[src/rtl/icache_dcache_mem_arbiter.sv]
// Arbitrates the shared block-wide memory port between I-cache refills and
// D-cache refills/writebacks: round-robin, one access in flight at a time.
module icache_dcache_mem_arbiter #(
  parameter int ADDR_W = 28,
  parameter int DATA_W = 128
) (
  input  logic              clock,
  input  logic              reset,
  input  logic              i_read,
  input  logic [ADDR_W-1:0] i_address,
  output logic [DATA_W-1:0] i_readdata,
  output logic              i_busywait,
  input  logic              d_read,
  input  logic              d_write,
  input  logic [ADDR_W-1:0] d_address,
  input  logic [DATA_W-1:0] d_writedata,
  output logic [DATA_W-1:0] d_readdata,
  output logic              d_busywait,
  output logic              mem_read,
  output logic              mem_write,
  output logic [ADDR_W-1:0] mem_address,
  output logic [DATA_W-1:0] mem_writedata,
  input  logic [DATA_W-1:0] mem_readdata,
  input  logic              mem_busywait
);

  typedef enum logic [1:0] {IDLE, REQ, WAIT, DONE} state_t;

  localparam logic OWN_I = 1'b0;
  localparam logic OWN_D = 1'b1;

  state_t            state_q;
  logic              owner_q;
  logic              last_owner_q;
  logic              mem_read_q;
  logic              mem_write_q;
  logic [ADDR_W-1:0] mem_address_q;
  logic [DATA_W-1:0] mem_writedata_q;
  logic [DATA_W-1:0] i_readdata_q;
  logic [DATA_W-1:0] d_readdata_q;

  logic i_pend;
  logic d_pend;
  logic owner_d;

  assign i_pend = i_read;
  assign d_pend = d_read | d_write;

  // On a tie the requester that did not win last time gets the port.
  assign owner_d = d_pend & (~i_pend | (last_owner_q == OWN_I));

  always_ff @(posedge clock or posedge reset) begin
    if (reset) begin
      state_q         <= IDLE;
      owner_q         <= OWN_I;
      last_owner_q    <= OWN_I;
      mem_read_q      <= 1'b0;
      mem_write_q     <= 1'b0;
      mem_address_q   <= '0;
      mem_writedata_q <= '0;
      i_readdata_q    <= '0;
      d_readdata_q    <= '0;
    end else begin
      case (state_q)
        IDLE: begin
          if (i_pend | d_pend) begin
            owner_q <= owner_d;
            state_q <= REQ;
            if (owner_d == OWN_D) begin
              mem_address_q <= d_address;
              if (d_write) begin
                mem_write_q     <= 1'b1;
                mem_writedata_q <= d_writedata;
              end else begin
                mem_read_q <= 1'b1;
              end
            end else begin
              mem_address_q <= i_address;
              mem_read_q    <= 1'b1;
            end
          end
        end
        REQ: begin
          if (mem_busywait) state_q <= WAIT;
        end
        WAIT: begin
          if (!mem_busywait) begin
            mem_read_q   <= 1'b0;
            mem_write_q  <= 1'b0;
            last_owner_q <= owner_q;
            state_q      <= DONE;
            if (mem_read_q) begin
              if (owner_q == OWN_D) d_readdata_q <= mem_readdata;
              else                  i_readdata_q <= mem_readdata;
            end
          end
        end
        DONE: begin
          state_q <= IDLE;
        end
        default: begin
          state_q <= IDLE;
        end
      endcase
    end
  end

  // Stall every pending requester except the owner during its completion cycle.
  assign i_busywait = ~reset & i_pend & ~((state_q == DONE) & (owner_q == OWN_I));
  assign d_busywait = ~reset & d_pend & ~((state_q == DONE) & (owner_q == OWN_D));

  assign mem_read      = mem_read_q;
  assign mem_write     = mem_write_q;
  assign mem_address   = mem_address_q;
  assign mem_writedata = mem_writedata_q;
  assign i_readdata    = i_readdata_q;
  assign d_readdata    = d_readdata_q;

endmodule

[config.mk]
export PLATFORM = sky130hd
export DESIGN_NAME = icache_dcache_mem_arbiter
export DESIGN_NICKNAME = d
export VERILOG_FILES = /design/src/rtl/icache_dcache_mem_arbiter.sv
export SDC_FILE = /design/constraint.sdc
export NUM_CORES = 1
export LEC_CHECK = 0
export CAP_MARGIN = 5
export CORE_AREA = 2 2 288 290
export DETAILED_ROUTE_END_ITERATION = 12
export DIE_AREA = 0 0 290 292
export REMOVE_ABC_BUFFERS = 1
export SLEW_MARGIN = 40
export SYNTH_ARGS = -nofsm -noshare
export SYNTH_HDL_FRONTEND = slang
export SYNTH_SLANG_ARGS = --single-unit
[constraint.sdc]
create_clock -name clock -period 13.1 [get_ports clock]
set_input_delay 1.31 -clock clock [delete_from_list [all_inputs] [get_ports clock]]
set_output_delay 1.31 -clock clock [all_outputs]
set_load 0.02 [all_outputs]
== Yosys cells after proc, flatten, opt, wreduce, memory -nomap -nowiden ==
Index checks and enable logic that the tools add are counted.

* Register bits after elaboration: 418
* Bits in latches: 0
* Bits in writable memories: 0
* Bits in read-only memories: 0
* Bits of input ports: 318
* Output and inout bits: 416
* Memories kept: 0

* $add $sub $neg: 0
* Multipliers: 0
* Div/mod/pow operators: 0
* Order comparisons: 0
* Eq/ne operators: 9
* Shifts and indexed selects: 0
* Mux-type cells: 14
* Bitwise logic cells: 17
* Reductions and logical operators: 10

{| class="wikitable"
|+ Operators with widths
! operator !! number
|-
| $mux 28 || 1
|-
| $reduce_and 4->1 || 4
|-
| $ne 2x2->1 const B || 5
|-
| $pmux 2 s4 || 1
|-
| $and 1x1->1 || 7
|-
| $mux 1 || 7
|-
| $not 1->1 || 7
|-
| $mux 2 || 3
|-
| $reduce_and 5->1 || 1
|-
| $eq 2x2->1 const B || 2
|-
| $pmux 1 s2 || 2
|-
| $reduce_and 2->1 || 2
|-
| $ne 3x3->1 const B || 1
|-
| $or 1x1->1 || 3
|-
| $reduce_and 3->1 || 1
|-
| $eq 2x1->1 const B || 1
|-
| $logic_not 2->1 || 1
|-
| $reduce_bool 2->1 || 1
|}

== Longest topological paths before layout ==
Gate-level depths: netlist of run 1.

* Depth in word-level cells: 6
* Gate-level depth with buffers: 7

== Worst setup path after synthesis of run 1 ==
No wires, ideal clock.

* Path kind: input to output
* From: input d_read
* To: output d_busywait
* Data arrival time: 1.906 ns
* Slack: 9.884 ns
* Stages: 2
* Buffers on the path: 0
* Cells stage by stage: nor2_1 > a211oi_1

* Longest elaborated chain between the ends: 3

{| class="wikitable"
|+ RTL lines
! item !! line !! text
|-
| from (decl) || 13 || <nowiki>input logic d_read,</nowiki>
|-
| $or 1x1->1 || 47 || <nowiki>assign d_pend = d_read | d_write;</nowiki>
|-
| $and 1x1->1 (2 in a row) || 110 || <nowiki>assign d_busywait = ~reset & d_pend & ~((state_q == DONE) & (owner_q == OWN_D));</nowiki>
|-
| to (decl) || 18 || <nowiki>output logic d_busywait,</nowiki>
|}

Every way passes these cells.

== Final worst setup path of run 1 ==
* From: input reset
* To: output i_busywait

* Longest elaborated chain between the ends: 3

{| class="wikitable"
|+ RTL lines
! item !! line !! text
|-
| from (decl) || 8 || <nowiki>input logic reset,</nowiki>
|-
| $not 1->1 || 109 || <nowiki>assign i_busywait = ~reset & i_pend & ~((state_q == DONE) & (owner_q == OWN_I));</nowiki>
|-
| $and 1x1->1 (2 in a row) || 109 ||
|-
| to (decl) || 12 || <nowiki>output logic i_busywait,</nowiki>
|}

Every way passes these cells.

==> impl_metrics.env, run 1 <==
export IMPL_status="finished, final reports clean"
export IMPL_row_count=105
export IMPL_grt_pass1_vias=13100
export IMPL_ys_ff_latch=418
export IMPL_report_final_slew_viol_count=0
export IMPL_setup_viol=0
export IMPL_avgSynthCellArea_sq_um=13.4
export IMPL_die_x_um=290
export IMPL_grt_max_degree=141
export IMPL_finalHoldViolations=0
export IMPL_synth_xor_xnor_area_share_pct=0
export IMPL_fmax_ghz=0.223
export IMPL_yosys_warnings=0
export IMPL_yosys_top_cells_area="dfrtp_1 (63%), mux2_4 (11%), nand2_1 (9.3%), mux2_2 (8.6%), buf_12 (2.5%)"
export IMPL_yosysSeqAreaShare_pct=62.7
export IMPL_vias=12200
export IMPL_period_share_pct=34.3
export IMPL_ir_drop_mv=0.108
export IMPL_syn_area_sq_um=16700
export IMPL_synthAdderAreaFrac_pct=0.300
export IMPL_synth_top_family_by_area="multiplexers"
export IMPL_critPathMaxFanout=3
export IMPL_antennaDiodeCount=0
export IMPL_dp_cells=2993
export IMPL_clockRootBuffer="clkbuf_16"
export IMPL_busiest_layer="met2"
export IMPL_cts_buffers=48
export IMPL_worstPathArrival_ns=3.18
export IMPL_clkTransAtPathRegs_ns=0.06
export IMPL_wl_mm=54.6
export IMPL_ctsResizeCount=0
export IMPL_critPathTopFamily="buffers and inverters"
export IMPL_clk_latency_ns=0.58
export IMPL_cts_htree_levels=2
export IMPL_cp_cell_sequence="clkdlybuf4s50_1 > a211oi_1 > clkdlybuf4s50_1"
export IMPL_synth_compound_area_share_pct=1.28
export IMPL_max_stage_delay_ns=0.71
export IMPL_place_ws_ns=8.63
export IMPL_via_per_inst=3.96
export IMPL_drt_pass1_iterations=4
export IMPL_drv_cap=0
export IMPL_dieArea_sq_um=84700
export IMPL_cp_required_ns=11.79
export IMPL_power_density_nw_per_um2=259
export IMPL_critPathMostFrequentCell="clkdlybuf4s50_1"
export IMPL_synth_edf_count=0
export IMPL_slew_headroom_pct=44.2
export IMPL_drive_gt1_share_pct=17.4
export IMPL_nets=2297
export IMPL_grt_overflow=0
export IMPL_synth_top_area_share_pct=62.7
export IMPL_clock_skew_ns=0.0267
export IMPL_hold_class="register to register"
export IMPL_place_congestion=0.817
export IMPL_io_pins=734
export IMPL_drcViolationCount=0
export IMPL_wl_per_cell_um=17.7
export IMPL_drt_first_iter_violations=412
export IMPL_use_met1_pct=14.6
export IMPL_antenna_found_initial=5
export IMPL_met2_usage_pct=21.2
export IMPL_core_area_sq_um=81600
export IMPL_place_hpwl_mm=40.3
export IMPL_ys_async_sr_fraction_pct=100
export IMPL_syn2layout_area_growth_pct=59.3
export IMPL_synth_cells=1243
export IMPL_yosys_area_top_type="dfrtp_1"
export IMPL_max_clock_path_buffers=3
export IMPL_grt_pass1_wl_mm=83.0
export IMPL_leakagePower_nw=12.1
export IMPL_muxShareOfSynthArea_pct=21.9
export IMPL_tightest_slew_ns=0.837
export IMPL_final_cells=3080
export IMPL_use_met3_pct=4.57
export IMPL_ctsHoldBuffers=0
export IMPL_rsz0062_at_grt="no"
export IMPL_post_cts_buffers=0
export IMPL_period_minus_slack_ns=4.49
export IMPL_ant_nets=0
export IMPL_synth_simple_gate_area_share_pct=9.66
export IMPL_rrSetupSlack_ns=10.36
export IMPL_cts_tree="built"
export IMPL_crit_path_top_delay_cell="clkdlybuf4s50_1"
export IMPL_grt_usage_pct=12.6
export IMPL_cts_num_sinks=418
export IMPL_die_h_um=292
export IMPL_timing_setup_tns_ns=0
export IMPL_worst_setup_path_type="primary input to output port"
export IMPL_ys_flop_type="dfrtp_1"
export IMPL_setup_ws_ns=8.61
export IMPL_synth_cell_types=27
export IMPL_initial_core_util_pct=20.4
export IMPL_endpoint_kind="output port"
export IMPL_io_buffers=733
export IMPL_cp_start_kind="primary input"
export IMPL_timing_critical_path_buf_inv=2
[synthesized netlist by cell type, types with 3 or more instances]
| library cell | number |
|---|---|
| dfrtp_1 | 418 |
| buf_1 | 4 |
| mux2_1 | 11 |
| nor2_1 | 3 |
| nand2_1 | 414 |
| buf_6 | 7 |
| ha_1 | 4 |
| o21ai_0 | 31 |
| inv_1 | 7 |
| buf_2 | 18 |
| clkbuf_1 | 13 |
| mux2i_1 | 29 |
| buf_12 | 21 |
| mux2_4 | 120 |
| mux2_2 | 127 |
[tightest hold or removal path, cell delays in order (launching register included)]
cell and delay [ns]:
dfrtp_1 0.34, nand2_1 0.05, nand2_1 0.05
[area by class of cell]
type	count	area (sq um)
Fill cell	8033	55000
Sequential cell	418	10500
Timing Repair Buffer	747	7540
Multi-Input combinational cell	753	5570
Clock buffer	66	1410
Tap cell	1070	1340
Clock inverter	19	208
Inverter	7	38.8
[cells in the final DEF (no fill, tap or decap), types with 3 or more instances in the layout]
cell | synthesis | final
dfrtp_1 | 418 | 418
clkbuf_8 | 0 | 12
o21ai_0 | 31 | 31
mux2_1 | 11 | 11
buf_12 | 21 | 4
nand2_1 | 414 | 414
clkinv_2 | 0 | 11
bufinv_16 | 0 | 4
clkdlybuf4s50_1 | 0 | 733
nor2_1 | 3 | 3
mux2i_1 | 29 | 29
mux2_4 | 120 | 120
clkbuf_16 | 0 | 49
buf_4 | 2 | 6
ha_1 | 4 | 4
mux2_2 | 127 | 127
clkbuf_1 | 13 | 5
inv_1 | 7 | 6
[state kept, by name, summed over array words and instances, names as in the netlist]
register,count
owner_q,1
mem_writedata,128
mem_write,1
state_q,2
last_owner_q,1
d_readdata,128
i_readdata,128
mem_read,1
mem_address,28
[cell families after synthesis]
| group | Yosys count |
|---|---|
| muxes | 287 |
| DFF | 418 |
| adders and majority gates | 4 |
| buffers and inverters | 72 |
| and+or+nand+nor | 422 |
| AOI/OAI and AO/OA | 40 |
[final timing paths]
path	to	start	cells past startpoint
setup / recovery	i_busywait	reset	3
hold / removal	mem_writedata[104]	mem_writedata[104]	2
setup reg to reg	i_readdata[110]	state_q[0]	6
hold reg to reg	mem_writedata[104]	mem_writedata[104]	2
max in group asynchronous	mem_writedata[113]	reset	4
min in group asynchronous	mem_writedata[112]	reset	2
[per-stage QoR]
stage | power, W | cell area [sq um] | util (%) | hold slack [ns]
detailed placement | 0.00556 | 24900 | 30.5 | 0.462
CTS | 0.00698 | 26500 | 32.5 | 0.477
global placement | 0.00550 | 24800 | 30.4 | 0.458
floorplan | 0.00387 | 16000 | - | 0.480
finish | 0.00689 | 26600 | 32.6 | 0.473
global route | 0.00725 | 26600 | 32.6 | 0.491
[per-layer routing]
| layer | part of all wire (%) | wire length (um) | vias up |
|---|---|---|---|
| li1 | - | - | 5549 |
| met1 | 40 | 21600 | 5988 |
| met2 | 48 | 26300 | 567 |
| met3 | 8.7 | 4750 | 94 |
| met4 | 3.4 | 1870 | 6 |
| met5 | 0.073 | 40 | - |
[power by group]
| group | switching (W) | total (W) | internal, W | leakage (nW) |
|---|---|---|---|---|
| Clock | 0.000542 | 0.00137 | 0.000828 | 0.805 |
| Combinational | 0.00159 | 0.00324 | 0.00165 | 6.07 |
| Sequential | 0.000360 | 0.00227 | 0.00191 | 5.20 |
No activity file was read; power rests on OpenSTA's default activity.
==> inputs of run 2 (changes only) <==
==> constraint.sdc (replaced) <==
create_clock -name clock -period 4.7 [get_ports clock]
set_input_delay 0.47 -clock clock [delete_from_list [all_inputs] [get_ports clock]]
set_output_delay 0.47 -clock clock [all_outputs]
set_load 0.02 [all_outputs]
==> run 2 against run 1 <==
  * Sequential cell count stayed put
  * Clock skew is 0.013 ns lower
  * Cell area is 0.58% higher
  * Total power grew to 2.8 times the previous value
  * Die area stayed put
  * Register-to-register slack worse by 8.1 ns
  * Global-route usage is 0.062 points higher
  * Routed wire length is 0.70% higher
  * Core utilization is 0.19 points higher
  * Critical path type unchanged
  * Critical endpoint is now d_busywait
  * Largest power group unchanged
  * Highest routed layer is now met4
==> impl_metrics.env, run 2 (synthesis gave the netlist of run 1 again) <==
export IMPL_nets=2306
export IMPL_grt_max_degree=126
export IMPL_worst_path_stages=4
export IMPL_r2r_start="state_q[0]"
export IMPL_ant_nets=0
export IMPL_via_per_inst=3.97
export IMPL_ctsHoldBuffers=0
export IMPL_report_final_slew_viol_count=0
export IMPL_drive_gt1_share_pct=17.8
export IMPL_die_h_um=292
export IMPL_cts_num_sinks=418
export IMPL_io_buffers=733
export IMPL_mostFrequentLayoutCells="clkdlybuf4s50_1 (733), dfrtp_1 (418), nand2_1 (414)"
export IMPL_worst_setup_path_type="primary input to output port"
export IMPL_tightest_slew_ns=0.814
export IMPL_reg2reg_depth=6
export IMPL_antenna_found_initial=0
export IMPL_clk_latency_ns=0.57
export IMPL_power_density_nw_per_um2=722
export IMPL_drt_first_iter_violations=422
export IMPL_vias=12300
export IMPL_initial_core_util_pct=20.4
export IMPL_antennaDiodeCount=0
export IMPL_core_area_sq_um=81600
export IMPL_worst_hold_slack_ns=0.423
export IMPL_max_stage_delay_ns=0.73
export IMPL_place_congestion=0.822
export IMPL_drt_pass1_iterations=6
export IMPL_cts_buffers=48
export IMPL_critPathMaxFanout=6
export IMPL_worstPathArrival_ns=2.32
export IMPL_drv_cap=0
export IMPL_slew_headroom_pct=45.7
export IMPL_dieArea_sq_um=84700
export IMPL_endpoint_kind="output port"
export IMPL_final_cells=3091
export IMPL_clock_skew_ns=0.0137
export IMPL_row_count=105
export IMPL_io_pins=734
export IMPL_status="finished, final reports clean"
export IMPL_grt_pass1_wl_mm=82.9
export IMPL_grt_overflow=0
export IMPL_rsz0062_at_grt="no"
export IMPL_cp_required_ns=4.23
export IMPL_setup_viol=0
export IMPL_die_x_um=290
export IMPL_rrSetupSlack_ns=2.24
export IMPL_period_minus_slack_ns=2.79
export IMPL_cts_tree="built"
export IMPL_finalPower_w=0.0193
export IMPL_fmax_ghz=0.359
export IMPL_leakagePower_nw=12.2
export IMPL_critPathMostFrequentCell="clkdlybuf4s50_1"
export IMPL_dp_cells=3003
export IMPL_clockRootBuffer="clkbuf_16"
export IMPL_crit_path_top_delay_cell="clkdlybuf4s50_1"
export IMPL_timing_setup_tns_ns=0
export IMPL_drcViolationCount=0
export IMPL_place_hpwl_mm=41.0
export IMPL_max_clock_path_buffers=3
export IMPL_ctsResizeCount=0
export IMPL_critPathTopFamily="buffers and inverters"
export IMPL_post_cts_buffers=0
export IMPL_final_common_cell="clkdlybuf4s50_1"
export IMPL_ir_drop_mv=0.387
export IMPL_grt_usage_pct=12.6
export IMPL_reg2reg_to="mem_writedata[86]"
export IMPL_grt_pass1_vias=13100
export IMPL_hold_class="primary input to async pin"
export IMPL_period_share_pct=59.3
export IMPL_syn2layout_area_growth_pct=60.2
export IMPL_wl_mm=55.0
export IMPL_post_route_util_pct=32.8
export IMPL_clkTransAtPathRegs_ns=0.06
export IMPL_cts_htree_levels=2
export IMPL_cp_cell_sequence="clkdlybuf4s50_1 > nor2_1 > a211oi_1 > clkdlybuf4s50_1"
export IMPL_cp_start_kind="primary input"
export IMPL_wl_per_cell_um=17.8
export IMPL_timing_critical_path_buf_inv=2
export IMPL_finalHoldViolations=0
[run 2: changes by cell type in the layout (fill, tap and decap cells not counted), moves of 2 or more]
| cell | before | now |
|---|---|---|
| buf_12 | 4 | 11 |
| buf_4 | 6 | 11 |
| buf_6 | 2 | 0 |
| clkinv_4 | 0 | 2 |
[run 2: power breakdown]
group | switching [W] | internal (W) | leakage, nW
Clock | 0.00152 | 0.00235 | 0.821
Combinational | 0.00443 | 0.00462 | 6.14
Sequential | 0.00103 | 0.00533 | 5.20
[run 2: layout make-up]
type	count	area (sq um)
inverter	7	38.8
fill	8040	54900
sequential	418	10500
timing repair buffer	756	7670
tap	1070	1340
clock inverter	21	244
multi-input combinational	753	5570
clock buffer	66	1400
[run 2: through the flow]
step                      setup WS, ns  cell area [sq um]
after global placement            1.62              25000
after floorplan                  -7.40              16000
after detailed placement          1.89              25000
after CTS                         1.91              26700
final                             1.91              26700
after global routing              1.83              26700
[run 2: how the worst max path moves through the flow]
stage / startpoint / endpoint / slack (ns)
6_report: d_write / d_busywait / 1.91
5_1_grt: d_write / d_busywait / 1.83
4_1_cts: state_q[0] / i_busywait / 1.91
3_5_place_dp: i_read / mem_writedata[82] / 1.89
3_3_place_gp: mem_busywait / d_readdata[110] / 1.62
2_1_floorplan: reset / d_readdata[0] / -7.40
[run 2: metal layers]
| metal | part of all wire (%) | global-route usage [%] |
|---|---|---|
| met1 | 40 | 14.9 |
| met4 | 4.0 | 5.17 |
| met5 | 0 | 0 |
| met2 | 48 | 21.2 |
| met3 | 7.6 | 3.97 |
==> RTL edit: new RTL, flow settings as in run 2 <==
The parameter `ADDR_W` goes from 28 to 42.
--- a/src/rtl/icache_dcache_mem_arbiter.sv
+++ b/src/rtl/icache_dcache_mem_arbiter.sv
@@ -1,7 +1,7 @@
 // Arbitrates the shared block-wide memory port between I-cache refills and
 // D-cache refills/writebacks: round-robin, one access in flight at a time.
 module icache_dcache_mem_arbiter #(
-  parameter int ADDR_W = 28,
+  parameter int ADDR_W = 42,
   parameter int DATA_W = 128
 ) (
   input  logic              clock,
Ports: changed (resized d_address, i_address and mem_address); port bits go from 734 to 776. The function was not compared with the original's and may differ.
==> RTL edit against run 2 <==
- combinational power is 6.0% higher
- clock power is 3% higher
- sequential cell count is 14 higher
- wire length is 7.2% higher
- total power is 4.7% higher
- fmax is 2.7% higher
- setup slack better by 0.072 ns
- cell area is 3.9% higher
- worst hold slack worse by 0.0092 ns
- synthesized area is 3.6% higher
- utilization is 1.3 points higher
- largest cell class unchanged
- largest power group unchanged
- highest routed layer is now met5
==> RTL edit: results (changes against run 2) <==
| Metric | Value |
|---|---|
| CP top delay family | `buffers and inverters` |
| Vias in the first global route | `13.73k (+4.5%)` |
| Clk slew on worst S/H paths | `0.06 ns (about the same)` |
| 1st-iter DRT viols | `396 (-6.2%)` |
| Final min period | `2.717 ns (-0.07228 ns)` |
| Pin count of the biggest net entering global routing | `101 (-20%)` |
| Hpwl dp | `43910 µm (+7.1%)` |
| Worst hold path class | `in2reg` |
| Seq/Total Area, Yosys | `62.59% (-0.14 points)` |
| Min Hold Slack | `0.4134 ns (-0.009153 ns)` |
| H-Tree Depth | `2 (unchanged)` |
| Global-route wire length before repair | `88020 µm (+6.2%)` |
| Warnings from Yosys | `0 (unchanged)` |
| CTS Buf Count | `49 (+2.1%)` |
| Layout cells sized above 1 | `17.47% (-0.29 points)` |
| Worst Path Arrival | `2.25 ns (-0.07 ns)` |
| Buffers on Ports | `775 (+5.7%)` |
| Max Root-Sink Buffers | `3 (unchanged)` |
| Clk Latency, worst-skew pair | `0.58 ns` |
| Worst path slowest cell | `clkdlybuf4s50_1` |
| Routed vias/inst | `3.986 (+0.50%)` |
| Status | `complete, no violations` |
| Top cells by count, synth | `dfrtp_1, nand2_1, mux2_2, mux2_4, o21ai_0` |
| Clk_skew | `0.01930 ns (+0.005617 ns)` |
| CTS resizes | `0 (unchanged)` |
| Final hold violation count | `0 (unchanged)` |
| Clock root buffer | `clkbuf_16` |
| CTS tree | `built` |
| Synth Area per Inst | `13.26 µm² (-1.2%)` |
| Maximum vdd drop | `0.0005371 V (+39%)` |
| Library cells used by synthesis | `27 (unchanged)` |
| Wire per inst | `18.47 µm (+3.8%)` |
| Tot GR Track Use | `13.57% (+0.95 points)` |
| Worst path max stage delay | `0.69 ns (-0.04 ns)` |
| Nets@finish | `2429 (+5.3%)` |
| Slew @ Worst Pin | `0.7415 ns (-0.07258 ns)` |
| Initial antenna violation count | `5 (+5)` |
| Critical-path maximum fanout | `5 (-1)` |
| Final Wtd Congestion | `0.8463 (+2.9%)` |
| FFs w/ async S/R, synth | `100.0% (unchanged)` |
| Post-CTS setup repair buffer count | `0 (unchanged)` |
| Worst r2r src | `state_q[0]` |
| Reg2Reg Setup Slack | `2.09 ns (-0.15 ns)` |
| Pre-CTS setup slack | `1.870 ns (-0.02449 ns)` |
| Placed Cells incl. Taps | `3097 (+3.1%)` |
| Initial DRT Pass Iterations | `4 (-2)` |
| Finished Layout Cells | `3191 (+3.2%)` |
| Hold wc startpoint | `d_writedata[42]` |
| Top cells by area, synth | `dfrtp_1, mux2_4, mux2_2` |
| Leak | `0.01253 µW (+3.0%)` |
| CP startpoint | `d_write` |
==> RTL edit: changes by cell type after synthesis, moves of 2 or more <==
cell      change
mux2i_1      +14
mux2_2       +19
o21ai_1       -2
nand2_1      +14
buf_4         +2
buf_2         -5
mux2_1        -9
dfrtp_1      +14
o21ai_0      +14
clkbuf_1      +8
mux2_4       -10
==> RTL edit: cell families after synthesis <==
| group | after synthesis | synth area share (%) |
|---|---|---|
| DFF | 432 | 62.59 |
| buffers and inverters | 77 | 4.136 |
| adders and majority gates | 4 | 0.2898 |
| and+or+nand+nor | 436 | 9.634 |
| AOI/OAI and AO/OA | 53 | 1.652 |
| muxes | 301 | 21.70 |
==> RTL edit: path summary, 6_finish.rpt <==
kind	depth (start not counted)	endpoint
worst max-delay path	4	d_busywait
worst min-delay path	3	mem_writedata[42]
worst max register to register	6	i_readdata[11]
worst min register to register	2	mem_writedata[57]
max in group asynchronous	3	i_readdata[0]
min in group asynchronous	2	mem_writedata[20]
==> RTL edit: per-layer routing <==
layer	vias up	GRT usage [%]	part of all wire [%]
li1	5866	-	-
met1	6202	14.85	37
met2	527	24.07	51
met3	122	4.087	7.4
met4	2	6.314	4.4
met5	-	0	0.022
==> RTL edit: worst register-to-register path: stages (launching register included) <==
cell and delay [ns]:
dfrtp_1 0.40, inv_1 0.11, ha_1 0.27, nor2b_4 0.23, and3_4 0.56, buf_12 0.45
mux2_2 0.46
==> RTL edit: area by class of cell <==
class                           instances  area [µm²]
Clock inverter                         17       196.4
Inverter                                7       38.79
Fill cell                            7958       53830
Timing Repair Buffer                  795        8053
Sequential cell                       432       10810
Multi-Input combinational cell        794        5793
Antenna cell                            3       7.507
Tap cell                             1070        1339
Clock buffer                           73        1516
==> RTL edit: report_power, final <==
| group | leakage [µW] | switching [µW] | internal [µW] | total [µW] |
|---|---|---|---|---|
| Combinational | 0.00632 | 4720 | 4870 | 9590 |
| Clock | 0.000853 | 1610 | 2400 | 4000 |
| Sequential | 0.00536 | 1080 | 5530 | 6610 |
==> RTL edit: through the flow <==
step                cell area (µm²)  total power, µW
floorplan                     16580            11310
global placement              25970            16130
detailed placement            26010            16330
CTS                           27720            20500
global route                  27750            21300
finish                        27750            20200
